`src/rtl/addr_cal.sv`:
```
// addr_cal: per-sprite pixel address generator.
// Decides whether the raster position (hcount, vcount) lies inside one sprite
// instance. On a hit it produces the sprite-ROM pixel address for that
// position, with pattern repeat (tiling) and optional horizontal flip.
// The outputs are registered, so there is one cycle of latency.
// Optional build macro: ADDR_CAL_VFLIP_EN makes sprite_info[9] a vertical-flip bit.
module addr_cal #(
   parameter int ADDR_W  = 16,
   parameter int COORD_W = 10
) (
   input  logic                  clk,
   input  logic                  reset,
   input  logic [5*ADDR_W-1:0]   pattern_info,
   input  logic [31:0]           sprite_info,
   input  logic [COORD_W-1:0]    hcount,
   input  logic [COORD_W-1:0]    vcount,
   output logic [ADDR_W-1:0]     addr_output,
   output logic                  valid
);

   // One extra bit so that x+disp_w and y+disp_h can never wrap
   localparam int CMP_W = ADDR_W + 1;

   logic [ADDR_W-1:0]  base, spr_w, spr_h, disp_w, disp_h;
   logic               visible, hflip;
   logic [9:0]         spr_x, spr_y;
   logic [CMP_W-1:0]   h_e, v_e, x_e, y_e;
   logic               in_x, in_y, dims_ok, hit;
   logic [ADDR_W-1:0]  col, row, line_off;
   logic               valid_d, valid_q;
   logic [ADDR_W-1:0]  addr_d, addr_q;
   logic               unused_rsvd;

   assign base    = pattern_info[5*ADDR_W-1:4*ADDR_W];
   assign spr_w   = pattern_info[4*ADDR_W-1:3*ADDR_W];
   assign spr_h   = pattern_info[3*ADDR_W-1:2*ADDR_W];
   assign disp_w  = pattern_info[2*ADDR_W-1:ADDR_W];
   assign disp_h  = pattern_info[ADDR_W-1:0];
   assign visible = sprite_info[31];
   assign hflip   = sprite_info[30];
   assign spr_x   = sprite_info[29:20];
   assign spr_y   = sprite_info[19:10];

   // Reserved field is ignored (bit 9 may be consumed as vflip below)
   assign unused_rsvd = ^sprite_info[9:0];

   // Hit test and address computation for the current raster position
   always_comb begin
      h_e      = CMP_W'(hcount);
      v_e      = CMP_W'(vcount);
      x_e      = CMP_W'(spr_x);
      y_e      = CMP_W'(spr_y);
      in_x     = (h_e >= x_e) && (h_e < (x_e + CMP_W'(disp_w)));
      in_y     = (v_e >= y_e) && (v_e < (y_e + CMP_W'(disp_h)));
      dims_ok  = (spr_w != '0) && (spr_h != '0) && (disp_w != '0) && (disp_h != '0);
      hit      = visible && in_x && in_y && dims_ok;

      // Masking by size-1 gives the repeat; exact for power-of-two sizes
      col = (h_e[ADDR_W-1:0] - x_e[ADDR_W-1:0]) & (spr_w - 1'b1);
      if (hflip)
         col = spr_w - 1'b1 - col;
      row = (v_e[ADDR_W-1:0] - y_e[ADDR_W-1:0]) & (spr_h - 1'b1);
`ifdef ADDR_CAL_VFLIP_EN
      if (sprite_info[9])
         row = spr_h - 1'b1 - row;
`endif
      line_off = row * spr_w;

      valid_d = hit;
      addr_d  = '0;
      if (hit)
         addr_d = base + line_off + col;
   end

   // Output registers, cleared asynchronously while reset is low
   always_ff @(posedge clk or negedge reset) begin
      if (!reset) begin
         valid_q <= 1'b0;
         addr_q  <= '0;
      end else begin
         valid_q <= valid_d;
         addr_q  <= addr_d;
      end
   end

   assign valid       = valid_q;
   assign addr_output = addr_q;

endmodule

```
`config.mk`:
```
export PLATFORM = sky130hd
export DESIGN_NAME = addr_cal
export DESIGN_NICKNAME = d
export VERILOG_FILES = /design/src/rtl/addr_cal.sv
export SDC_FILE = /design/constraint.sdc
export NUM_CORES = 1
export LEC_CHECK = 0
export ABC_AREA = 1
export ABC_CLOCK_PERIOD_IN_PS = 800
export CELL_PAD_IN_SITES_DETAIL_PLACEMENT = 0
export CELL_PAD_IN_SITES_GLOBAL_PLACEMENT = 2
export CORE_MARGIN = 10
export CORE_UTILIZATION = 37
export CTS_BUF_LIST = sky130_fd_sc_hd__clkbuf_4 sky130_fd_sc_hd__clkbuf_8
export DETAILED_ROUTE_END_ITERATION = 6
export DONT_BUFFER_PORTS = 1
export HOLD_SLACK_MARGIN = 0.08
export PLACE_DENSITY = 0.9
export SLEW_MARGIN = 15
export SYNTH_ARGS = -nofsm -noshare
export SYNTH_HDL_FRONTEND = slang
export SYNTH_SLANG_ARGS = --single-unit
```
`constraint.sdc`:
```
create_clock -name clk -period 0.8 [get_ports clk]
set_input_delay 0.16 -clock clk [delete_from_list [all_inputs] [get_ports clk]]
set_output_delay 0.16 -clock clk [all_outputs]
set_load 0.005 [all_outputs]
```
==> summary.md <==
| Metric | Value |
|---|---|
| Result of the run | complete, but fails checks |
| Failing checks | setup timing |
| Share of Yosys cell area claimed by the top area cell type | 24.05% |
| Vias | ~9,200 |
| Max clock buf depth | 2 |
| Antenna violations before repair | 0 |
| Number of maximum-capacitance constraint violations | 0 |
| Internal Dissipation | between 20 and 25 mW |
| Detailed placement HPWL | 25,220 um |
| Number of hold violations in the final report | 0 |
| Worst hold margin | 0.02115 ns |
| Setup repair after global routing missed its margin | yes |
| Initial DRC Count | 370 |
| Sum of overflow across all layers after global routing | 0 |
| FF+latch count, synth | 17 |
| Effective utilization at floorplan | a little under two fifths |
| Library cell with the largest summed area after synthesis | sky130_fd_sc_hd__fa_1 |
| Total power density per cell area | 3110 nW/um^2 |
| Post-Place Cell Area | approximately 12,000 sq um |
| Share of layout cells above drive strength 1 | 31.76% |
| Clock power share | 1.8% |
| Worst vdd rail ir drop | 4851 uV |
| Detail-routed net length per standard cell | ~15 um |
| Final setup viols | 34 |
| Area of the mapped netlist | around 9300 sq um |
| Chip width | 178.7 um |
| Pleak | 6.755 nW |
| Die height | around 180 um |
| Worst-path fanout max | 4 |
| Part of the cycle the worst path needs | 715.3% |
| Clock tree from TritonCTS | yes |
| Sw frac | 48.87% |
| First-pass iteration count of the detailed router | 5 |
| Number of enable-type register cells in the synthesized netlist | 0 |
| Area overhead of the layout relative to synthesis | 35.72% |
| Core Box Area | 24,960 sq um |
| Synth area leaders | sky130_fd_sc_hd__fa_1 24%, sky130_fd_sc_hd__ha_1 15%, sky130_fd_sc_hd__nand2_1 13% |
| Total power after layout | 39.35 mW |
| Number of nets in the layout | 1,974 |
| Share of total power in sequential cells | 2.9% |
| Number of routed nets with antenna violations | 0 |
| Placement Setup Slack | -5.375 ns |
| Antenna diode count | 0 |
| Combined global-route utilization of all metal layers | between 10% and 20% |
| Total CTS buffers | 3 |
| Total number of H-tree levels | 1 |
| Final worst setup slack | -4.922 ns |
| Quantity of I/O buffers inserted on ports | 0 |
| Transition time of the tightest slew-check pin | 0.7592 ns |
| Post-synthesis sequential area ratio | 4.564% |
| Sinks on Clock Net | 17 |
| Last weighted congestion value of the routability-driven placer | 0.8944 |
| Standard-cell rows | 58 |
| Kind of end point of the critical path | flip-flop |
| Type of origin of the critical path | input pin |
| Highest cell delay on the worst timing path | 0.53 ns |
| Worst slew margin relative to its limit | 49.39% |
| Boundary Pins | 151 |
| Final critical-path required period | 5.722 ns |
| Buffer type at the clock tree root | sky130_fd_sc_hd__clkbuf_8 |
| Post-Synthesis Cells | 1,368 |
| Data required time of the worst path | 0.96 ns |
| Maximum number of pins on one net before global-route repair | 18 |
| Post-Synthesis Net Count | 1,726 |
| Post-detailed-routing wire length | 28,980 um |
| Kind of critical path | in -> reg |
| Average via count per standard cell | 4.711 |
| Most used DFF post-synth | sky130_fd_sc_hd__dfrtp_1 |
| Switching Power | 19.23 mW |
| Crit-path slowest cell | sky130_fd_sc_hd__fa_2 |
| First-pass GRT wire length | 46,810 um |
| Worst Hold Class | in -> async |
| Filler cells | 2,492 |
| Post-Layout Inst Area | 12,650 sq um |
| Number of global-route vias before repair | 9,590 |
| Combinational cell fraction of total power | a little over nine tenths |
| Worst EP arrival | 5.89 ns |
| Fmax | between 150 and 200 MHz |
| Reg clk slew, reported paths | 0.07 ns |
| Total count of max-transition violations in the final report | 0 |
| Yosys cell types | 50 |
| Share of synthesized flip-flops with an asynchronous set or reset | 100.0% |
| Average footprint of a synthesized cell | 6.814 sq um |
| Area of the die | 31,940 sq um |
| Total number of yosys warnings | 0 |
| Final routed DRC violation total | 0 |
==> layout make-up <==
class	instances	area (sq um)	area share, %
Timing Repair Buffer	258	2014	15.92
Clock inverter	1	5.005	0.03956
Multi-Input combinational cell	1006	8442	66.73
Inverter	330	1310	10.36
Clock buffer	3	41.29	0.3264
Tap cell	330	412.9	3.264
Sequential cell	17	425.4	3.363
==> flip-flops by register name, summed over array words and instances, names as in the netlist <==
signal,count
addr_output,16
valid,1
==> routing by layer <==
layer  wire length, um  track usage (%)  share of wire, %
met1             11910            21.50                41
met2             14030            32.08                48
met3              2064            4.065               7.1
met4               978            5.994               3.4
met5                 0                0                 0
==> synthesized netlist by cell type (all sizes together), types with 2 or more instances <==
cell      n
nand2   341
inv     328
nor2    141
fa      112
ha      112
nand3    71
a21oi    54
xor2     39
o21ai    32
nand4    26
xnor2    18
dfrtp    17
nor3     14
buf       9
clkbuf    8
nor4      7
or2       6
nand3b    5
o21bai    5
a31oi     4
o211ai    3
o221ai    3
o21a      2
o31ai     2
==> through the flow <==
stage | utilization, % | TNS (ns) | instances
5_1_grt | 50.68 | -66.52 | 1945
3_5_place_dp | 46.50 | -68.49 | 1914
4_1_cts | 48.21 | -65.47 | 1934
3_3_place_gp | 46.50 | -67.82 | 1914
2_1_floorplan | - | -61.14 | 1368
6_report | 50.68 | -62.48 | 1945
==> power groups by stage <==
stage               clock network, mW  logic [mW]  registers, mW
global route                    0.718        42.1           1.24
global placement                    0        29.9           1.20
CTS                             0.682        32.1           1.18
floorplan                           0        20.6           1.16
finish                          0.689        37.5           1.13
detailed placement                  0        30.5           1.20
==> repair_timing <==
item,in CTS,in global routing
endpoints found under the hold margin,17,0
gates resized for setup,46,134
setup endpoints to repair,34,51
buffers inserted,15,15
hold buffers,1,0
cloned,2,0
pin swaps,51,104
==> path summary, 6_finish.rpt <==
check	cells after the start	from	slack, ns	end
min in group clk	3	pattern_info[64]	0.19	addr_output[0]
max in group asynchronous	1	reset	0.30	valid
worst min-delay path	1	reset	0.02	addr_output[1]
worst max-delay path	34	hcount[0]	-4.92	addr_output[15]
==> critical path: cells and delay by family <==
family | cells | cell delay [ns]
AOI/OAI and AO/OA | 9 | 1.33
and+or+nand+nor | 10 | 0.75
adders and majority gates | 9 | 3.34
buffers and inverters | 6 | 0.33
==> placed cells by master, fill, tap and decap left out, types with 12 or more instances in the layout <==
cell                      count
sky130_fd_sc_hd__nor2_2      27
sky130_fd_sc_hd__inv_2       40
sky130_fd_sc_hd__xor2_1      33
sky130_fd_sc_hd__nand3_1     55
sky130_fd_sc_hd__a21oi_1     33
sky130_fd_sc_hd__inv_1      275
sky130_fd_sc_hd__ha_1        85
sky130_fd_sc_hd__a21oi_2     17
sky130_fd_sc_hd__o21ai_0     15
sky130_fd_sc_hd__nand2_4     12
sky130_fd_sc_hd__nand2_1    291
sky130_fd_sc_hd__fa_1       103
sky130_fd_sc_hd__ha_4        27
sky130_fd_sc_hd__dfrtp_1     17
sky130_fd_sc_hd__nor2_4      13
sky130_fd_sc_hd__buf_6       16
sky130_fd_sc_hd__nor2_1     101
sky130_fd_sc_hd__nand4_1     26
sky130_fd_sc_hd__nand2_2     39
sky130_fd_sc_hd__buf_4      240
==> logic make-up (layout without fill, tap and decap cells) <==
family	after synthesis	count (layout)	synth area share (%)
compound gates	108	108	6.524
xor+xnor	57	57	5.517
fa+ha+maj	224	224	39.09
buf+inv	347	592	14.38
flops	17	17	4.564
mux	1	1	0.1074
other cells	1	1	0.04023
simple gates	613	615	29.79
Power figures use the tool's default switching activity.
